===== src/rtl/palette_scheduler.sv =====
// Palette select scheduler: defers palette changes to the vblank frame tick and,
// when PALETTE_FLASH_EN is defined, runs a multi-frame flash against the base palette.
module palette_scheduler #(
  parameter int unsigned VBLANK_LINE = 480,
  parameter logic [2:0]  FLASH_PAL   = 3'b010,
  parameter logic [2:0]  RESET_PAL   = 3'b001
) (
  input  logic       Clk,
  input  logic       Reset,
  input  logic [9:0] drawY,
  input  logic       req_valid,
  input  logic [2:0] req_pal,
  output logic       req_ready,
  input  logic       flash_start,
  input  logic [3:0] flash_frames,
  output logic [2:0] palSelect,
  output logic       frame_tick,
  output logic       busy
);

  localparam logic [9:0] VblankY = 10'(VBLANK_LINE);

`ifdef PALETTE_FLASH_EN
  typedef enum logic [1:0] {StIdle, StPending, StFlash} state_t;
`else
  typedef enum logic [0:0] {StIdle, StPending} state_t;
`endif

  state_t     state;
  logic [9:0] drawY_prev;
  logic [2:0] base_pal;
  logic [2:0] pend_pal;
  logic [2:0] req_pal_coerced;
  logic       vblank_edge;

`ifdef PALETTE_FLASH_EN
  logic [3:0] flash_cnt;
  logic       flash_on;  // palSelect currently shows FLASH_PAL
`else
  logic unused_flash;
  assign unused_flash = ^{flash_start, flash_frames, base_pal};
`endif

  assign vblank_edge     = (drawY == VblankY) && (drawY_prev != VblankY);
  assign req_pal_coerced = (req_pal > 3'b010) ? 3'b000 : req_pal;
  assign req_ready       = (state == StIdle);
  assign busy            = (state != StIdle);

  always_ff @(posedge Clk or posedge Reset) begin
    if (Reset) begin
      state      <= StIdle;
      palSelect  <= RESET_PAL;
      base_pal   <= RESET_PAL;
      pend_pal   <= 3'b000;
      frame_tick <= 1'b0;
      drawY_prev <= 10'd0;
`ifdef PALETTE_FLASH_EN
      flash_cnt  <= 4'd0;
      flash_on   <= 1'b0;
`endif
    end else begin
      drawY_prev <= drawY;
      frame_tick <= vblank_edge;
      unique case (state)
        StIdle: begin
          // A request wins over a simultaneous flash command.
          if (req_valid) begin
            pend_pal <= req_pal_coerced;
            state    <= StPending;
          end
`ifdef PALETTE_FLASH_EN
          else if (flash_start && (flash_frames != 4'd0)) begin
            flash_cnt <= flash_frames;
            flash_on  <= 1'b0;
            state     <= StFlash;
          end
`endif
        end
        StPending: begin
          if (frame_tick) begin
            palSelect <= pend_pal;
            base_pal  <= pend_pal;
            state     <= StIdle;
          end
        end
`ifdef PALETTE_FLASH_EN
        StFlash: begin
          if (frame_tick) begin
            if (flash_cnt == 4'd1) begin
              palSelect <= base_pal;
              flash_cnt <= 4'd0;
              flash_on  <= 1'b0;
              state     <= StIdle;
            end else begin
              palSelect <= flash_on ? base_pal : FLASH_PAL;
              flash_on  <= ~flash_on;
              flash_cnt <= flash_cnt - 4'd1;
            end
          end
        end
`endif
        default: state <= StIdle;
      endcase
    end
  end

endmodule


===== config.mk =====
export PLATFORM = sky130hd
export DESIGN_NAME = palette_scheduler
export DESIGN_NICKNAME = d
export VERILOG_FILES = /design/src/rtl/palette_scheduler.sv
export SDC_FILE = /design/constraint.sdc
export NUM_CORES = 1
export LEC_CHECK = 0
export BUFFER_PORTS_ARGS = -buffer_cell sky130_fd_sc_hd__buf_2
export CAP_MARGIN = 5
export CORE_MARGIN = 2
export CORE_UTILIZATION = 30
export DETAILED_ROUTE_END_ITERATION = 12
export HOLD_SLACK_MARGIN = 0.15
export SLEW_MARGIN = 40
export SYNTH_ARGS = -nofsm -noshare
export SYNTH_HDL_FRONTEND = slang
export SYNTH_SLANG_ARGS = --single-unit

===== constraint.sdc =====
create_clock -name Clk -period 1.53 [get_ports Clk]
set_input_delay 0.0765 -clock Clk [delete_from_list [all_inputs] [get_ports Clk]]
set_output_delay 0.0765 -clock Clk [all_outputs]
set_load 0.02 [all_outputs]

==> metrics.md, run 1 <==
| Metric | Value |
|---|---|
| Final setup viols | `0` |
| I/O Buffers | `21` |
| Yosys cell types | `17` |
| Top-area cell type share of the netlist area | `69.7%` |
| Skew final | `3.04 ps` |
| Initial Utilization | `31.4%` |
| Asr flop ratio synth | `100%` |
| Reg2Reg Depth | `4` |
| Crit path depth | `4` |
| WL per Instance | `10.7 µm` |
| Diodes inserted | `0` |
| Period utilisation layout | `96.3%` |
| Grt ovf | `0` |
| Critical Path Source Type | `flip-flop` |
| Final Max Tran Viols | `0` |
| Post-CTS Setup Bufs | `0` |
| Die span in y | `49.1 µm` |
| Crit path buffers/inverters | `1` |
| Area Overhead vs Synth | `57.0%` |
| Crit path to | `pend_pal[0]$_DFFE_PP0P_` |
| Total track usage | `10.6%` |
| Vias/cell | `4.31` |
| Fmax | `0.679 GHz` |
| Hold Path Class | `in2async` |
| Critical path type | `reg2reg` |
| H-tree Lvls | `1` |
| Fill count | `186` |
| Delay-heaviest family, CP | `buffers and inverters` |
| Post-synth top flop | `dfrtp_1` |
| Maximum vdd drop | `0.642 mV` |
| Nets@finish | `102` |
| CTS tree | `built` |
| Synth Register Bits | `18` |
| Global-route wire length before repair | `1900 µm` |
| Final WL | `1140 µm` |
| Sequential element share of the synthesized area | `74.0%` |
| Status | `finished clean` |
| Clk root buf | `clkbuf_4` |
| Critical Path Source | `busy$_DFF_PP0_` |
| Pleak | `0.483 nW` |
| Final hold vios | `0` |
| Num CTS Buffers | `3` |
| Top cell type by total area after synthesis | `dfrtp_1` |
| GP Congestion | `0.639` |
| Core footprint | `0.00194 mm²` |
| Minimum clock period | `1470 ps` |
| Post-Syn Area | `611 µm²` |
| Largest net degree at the start of global routing | `19` |
| Row cnt | `16` |
| Synthesized instance count | `39` |
| Clock sink count | `18` |
| CP endpoint kind | `flip-flop` |
| Boundary pin count | `27` |
| Unrepaired setup endpoints after global routing | `no` |
| Final std cell area, no fill | `958 µm²` |
| Reg2reg end | `pend_pal[0]$_DFFE_PP0P_` |
| First-pass DRT Iterations | `2` |
| Worst r2r src | `busy$_DFF_PP0_` |
| Vias in the first global route | `505` |
| Die Footprint | `0.00241 mm²` |
| CP max stage delay | `580 ps` |
| Critical-path cell list | `nand2b_4, nor3_2, dlygate4sd3_1, a22o_1` |
| Most instantiated cells after synthesis | `17 x dfrtp_1, 3 x inv_1, 3 x mux2_2` |
| Syn Area/Cell | `15.7 µm²` |
| Initial antenna violation count | `0` |
| Worst skew pair latency | `280 ps` |
| Post-route antenna net violation count | `0` |
| Setup tns final | `0 ps` |
| Most common cell in the netlist | `dfrtp_1` |
| Reg-to-reg slack, setup | `60 ps` |
| Normalized max-slew margin | `58.1%` |
| P per Cell Area | `897 mW/mm²` |
| Placed Instance Area | `749 µm²` |
| Multi-input logic area | `160 µm²` |
| Share of cells above drive strength 1 | `41.3%` |
| Vias | `461` |
| Initial DRC count | `1` |
| Critical Path RT | `1760 ps` |
| Net Count, Synth | `60` |
| Max FO, Critical Path | `6` |
| Tightest Pin Transition | `628 ps` |
| Top post-synthesis cells by area | `dfrtp_1 70%, mux2_2 5.5%, dfstp_2 4.3%, nand4b_1 2.9%, nand2b_4 2.3%` |
| Sequential cell area | `452 µm²` |
| Width of the die | `49.1 µm` |
| Crit path max-delay cell type | `dlygate4sd3_1` |
| Reg clk slew, reported paths | `100 ps` |
| Number of synthesized flops with an enable pin | `0` |
| Synth warn | `0` |
| # DRC | `0` |
| Clock Path Buffers | `2` |
| MaxCap Viol Count | `0` |
| Data arrival time of the worst path | `1700 ps` |
## registers in the layout (all words and copies together), names as in the netlist
register,flops
pend_pal,3
busy,1
frame_tick,1
palSelect,3
drawY_prev,10
## what timing repair did
item,CTS,global route
gates resized for setup,0,2
hold buffers,16,0
endpoints found under the hold margin,32,0
setup endpoints to repair,0,2
## logic make-up (layout without fill, tap and decap cells)
group	Yosys count	in the layout	share of synthesized area, %
buffers and inverters	3	44	1.84
and+or+nand+nor	11	11	14.1
DFF	18	18	74.0
muxes	3	3	5.53
AOI/OAI and AO/OA	4	4	4.51
## worst min-delay path by stage
stage	start	to	slack [ps]	depth (start not counted)
after floorplan	Reset	busy$_DFF_PP0_	10	1
after global placement	Reset	busy$_DFF_PP0_	190	2
after detailed placement	Reset	busy$_DFF_PP0_	200	2
after CTS	Reset	busy$_DFF_PP0_	430	3
after global routing	drawY[1]	drawY_prev[1]$_DFF_PP0_	440	2
final	Reset	busy$_DFF_PP0_	400	3
## per-layer routing
layer | GRT usage [%] | vias up | routed length [µm]
li1 | - | 221 | -
met1 | 10.0 | 217 | 431
met2 | 20.5 | 23 | 621
met3 | 4.29 | 0 | 88
met4 | 2.86 | 0 | 0
met5 | 0 | - | 0
## worst register-to-register path: cells and delay by family (launching register included)
family,cells,cell delay [ps]
compound gates,1,130
simple gates,2,290
flops,1,420
buf+inv,1,580
## power breakdown
part	total, mW	leakage, nW	internal (mW)	switching, mW
Clock	0.282	0.0210	0.145	0.138
Combinational	0.0805	0.243	0.0469	0.0336
Sequential	0.497	0.219	0.492	0.00513
## stage by stage
step | hold slack (ps) | setup slack [ps] | utilization, % | power, mW | std cells
floorplan | 14.3 | 487 | - | 0.525 | 39
global placement | 193 | 541 | 38.6 | 0.556 | 87
detailed placement | 197 | 522 | 38.6 | 0.557 | 87
CTS | 429 | 69.7 | 48.7 | 0.869 | 107
global route | 438 | 0.742 | 49.4 | 0.908 | 107
finish | 402 | 56.4 | 49.4 | 0.860 | 107
## layout make-up
class,count,share of cell area (%)
Sequential cell,18,47.1
Timing Repair Buffer,37,27.7
Multi-Input combinational cell,18,16.7
Clock buffer,4,3.79
Tap cell,27,3.52
Inverter,3,1.17
## cell usage in the layout (no fill, tap or decap)
cell type and n:
nor3b_1 1, a21oi_1 1, nand2b_4 1, clkbuf_8 1
mux2_2 3, and4b_1 1, nor3_2 1, and2_1 1
nand2_1 2, nand4b_1 2, clkbuf_4 3, nor4_1 1
o21ai_0 1, o41ai_2 1, dlygate4sd3_1 16, inv_1 3
nor4_2 1, dfstp_2 1, a22o_1 1, dfrtp_1 17
buf_2 21
No activity file was read; power rests on OpenSTA's default activity.
==> run 2: changes to the inputs <==
- ABC_AREA: not set -> 1
==> run 2 against run 1 <==
Net effect:
- flip-flop and latch count did not move
- clock-buffer cell count did not move
- power rose by 2.9%
- non-clock buffer count did not move
- die area rose by 5.6%
- critical path depth did not move
- first-iteration DRC count rose to 9.0 times the previous value
- core utilization fell by 0.23 points
- fmax rose by 3.4%
- cell area rose by 2.6%
- final cell count rose by 21%
==> metrics.md, run 2 <==
| Metric | Value |
|---|---|
| Grt ovf | `0 (unchanged)` |
| Post-route antenna net violation count | `0 (unchanged)` |
| Top cell type by total area after synthesis | `dfrtp_1` |
| Yosys cell types | `13 (-4)` |
| MaxCap Viol Count | `0 (unchanged)` |
| Row cnt | `16 (unchanged)` |
| Synth Register Bits | `18 (unchanged)` |
| Diodes inserted | `0 (unchanged)` |
| Asr flop ratio synth | `100% (unchanged)` |
| Initial DRC count | `9 (+8)` |
| Global-route wire length before repair | `2020 µm (+6.1%)` |
| Data arrival time of the worst path | `1650 ps (-50 ps)` |
| Total track usage | `10.9% (+0.31 points)` |
| Critical Path RT | `1760 ps (about the same)` |
| Post-synth top flop | `dfrtp_1` |
| Status | `finished clean` |
| Regs by FF count | `drawY_prev x10, palSelect x3, pend_pal x3` |
| Fmax | `0.702 GHz (+3.4%)` |
| Crit path max-delay cell type | `dlygate4sd3_1` |
| Synth warn | `0 (unchanged)` |
| Critical path type | `reg2reg` |
| Final Power | `0.884 mW (+2.9%)` |
| Clock Path Buffers | `2 (unchanged)` |
| Net Sw Frac | `21.1% (+0.57 points)` |
| GR Util met1 | `12.5% (+2.4 points)` |
| First-pass DRT Iterations | `2 (unchanged)` |
| Width of the die | `50.5 µm (+2.8%)` |
| CP endpoint kind | `flip-flop` |
| Clk root buf | `clkbuf_4` |
| Area Overhead vs Synth | `51.7%` |
| Final setup viols | `0 (unchanged)` |
| Most common cell in the netlist | `dfrtp_1` |
| Period utilisation layout | `93.1% (-3.2 points)` |
| Reg clk slew, reported paths | `100 ps (about the same)` |
| CTS tree | `built` |
| Top reg by flops | `drawY_prev` |
| Vias in the first global route | `518 (+2.6%)` |
| Final hold vios | `0 (unchanged)` |
| Vias | `528 (+15%)` |
| Share of cells above drive strength 1 | `28.2% (-13 points)` |
| Vias/cell | `4.06 (-5.7%)` |
| GR peak layer | `met2` |
| Normalized max-slew margin | `56.1% (-2.0 points)` |
| Clk pwr share | `32.2% (-0.6 points)` |
| Critical Path Source Type | `flip-flop` |
| Post-Syn Area | `648 µm² (+6.1%)` |
| Boundary pin count | `27 (unchanged)` |
| P per Cell Area | `899 mW/mm² (+0.25%)` |
| WL per Instance | `9.08 µm (-15%)` |
| Final Max Tran Viols | `0 (unchanged)` |
| Combinational share of power | `10.8% (+1.4 points)` |
| # DRC | `0 (unchanged)` |
| Seq pwr share | `56.9% (-0.9 points)` |
| Reg2Reg Depth | `4 (unchanged)` |
| Die span in y | `50.5 µm (+2.8%)` |
| Most frequent cells in the layout | `21 x buf_2, 17 x dfrtp_1, 16 x dlygate4sd3_1` |
| Top post-synthesis cells by area | `dfrtp_1 66%, inv_1 7.5%, nand2_1 6.4%, nor2_1 5.2%, dfstp_2 4.1%` |
| P_sw | `0.186 mW (+5.7%)` |
| Num CTS Buffers | `3 (unchanged)` |
| Sequential element share of the synthesized area | `69.7% (-4.3 points)` |
| Hold Path Class | `in2async` |
| Tightest Pin Transition | `658 ps (+30.5 ps)` |
| Skew final | `3.09 ps (+0.0550 ps)` |
| H-tree Lvls | `1 (unchanged)` |
| Largest net degree at the start of global routing | `19 (unchanged)` |
| Pleak | `0.508 nW (+5.2%)` |
| Top-area cell type share of the netlist area | `65.6% (-4.0 points)` |
| I/O Buffers | `21 (unchanged)` |
| Maximum vdd drop | `0.452 mV (-29%)` |
| Initial Utilization | `32.4% (+0.93 points)` |
| Most common cell after layout, fill and taps aside | `buf_2` |
| Int Pwr | `0.698 mW (+2.1%)` |
| CP max stage delay | `560 ps (-20 ps)` |
| Nets@finish | `125 (+23%)` |
| Critical-path cell list | `nor2_4, nand2_1, o22ai_1, dlygate4sd3_1` |
| Post-CTS Setup Bufs | `0 (unchanged)` |
| Hold_ws | `425 ps (+23.7 ps)` |
| M2 GR Usage | `17.5% (-3.0 points)` |
| Syn Area/Cell | `10.5 µm² (-33%)` |
| Initial antenna violation count | `0 (unchanged)` |
| Max FO, Critical Path | `5 (-1)` |
| Clock sink count | `18 (unchanged)` |
| Minimum clock period | `1420 ps (-48.6 ps)` |
| Final WL | `1180 µm (+3.5%)` |
| Hpwl dp | `809 µm` |
| Setup tns final | `0 ps (unchanged)` |
| Unrepaired setup endpoints after global routing | `no` |
| GP Congestion | `0.708 (+11%)` |
| Net Count, Synth | `83 (+38%)` |
| Number of synthesized flops with an enable pin | `0 (unchanged)` |
| Synthesized instance count | `62 (+59%)` |
| Worst skew pair latency | `290 ps (about the same)` |
| Core footprint | `0.00200 mm² (+3.1%)` |
| Met3 Use GR | `3.57% (-0.72 points)` |
| Most instantiated cells after synthesis | `17 x dfrtp_1, 13 x inv_1, 11 x nand2_1` |
| Die Footprint | `0.00255 mm² (+5.6%)` |
| Max FFs per register | `10 (unchanged)` |
## run 2: cell type report
cell class                 count  area (µm²)
sequential                    18         452
timing repair buffer          37         265
fill                         205        1020
multi-input combinational     31         148
inverter                      13        48.8
tap                           27        33.8
clock buffer                   4        36.3
## run 2: kinds of logic after synthesis
group | count (synthesis) | synth area share [%]
compound gates | 6 | 5.98
buf+inv | 13 | 7.53
flops | 18 | 69.7
simple gates | 25 | 16.8
## run 2: power groups by stage
stage	Clock [mW]	Sequential (mW)	Combinational, mW
4_1_cts	0.295	0.504	0.0958
3_5_place_dp	0	0.513	0.0604
3_3_place_gp	0	0.512	0.0584
2_1_floorplan	0	0.513	0.0291
5_1_grt	0.321	0.506	0.108
6_report	0.285	0.503	0.0957
## run 2: worst paths after layout
kind	startpoint	endpoint	slack [ps]
worst max register to register	busy$_DFF_PP0_	pend_pal[0]$_DFFE_PP0P_	110
max in group asynchronous	Reset	pend_pal[1]$_DFFE_PP0P_	680
worst min-delay path	Reset	drawY_prev[1]$_DFF_PP0_	430
worst min register to register	palSelect[0]$_DFFE_PP1P_	palSelect[0]$_DFFE_PP1P_	480
min in group Clk	drawY[7]	drawY_prev[7]$_DFF_PP0_	430
worst max-delay path	busy$_DFF_PP0_	pend_pal[0]$_DFFE_PP0P_	110
## run 2: worst max-delay path, delay by kind of cell (launching register included)
family,cells,cell delay [ps]
buffers and inverters,1,560
DFF,1,460
AOI/OAI and AO/OA,1,100
and+or+nand+nor,2,230
## run 2: per-layer routing
layer	up-vias	routed length, µm
li1	269	-
met3	4	61
met2	17	588
met4	0	21
met1	238	509
met5	-	0
## run 2: what timing repair did
item	4_1_cts	5_1_grt
hold buffers	16	0
endpoints found under the hold margin	32	0
gates resized for setup	0	0
## run 2: through the flow
step	cell area [µm²]	util, %	setup slack (ps)	cells
after floorplan	648	-	596	62
after global routing	983	49.1	14.7	130
after CTS	983	49.1	96.5	130
after global placement	787	39.3	677	110
final	983	49.1	105	130
after detailed placement	787	39.3	645	110
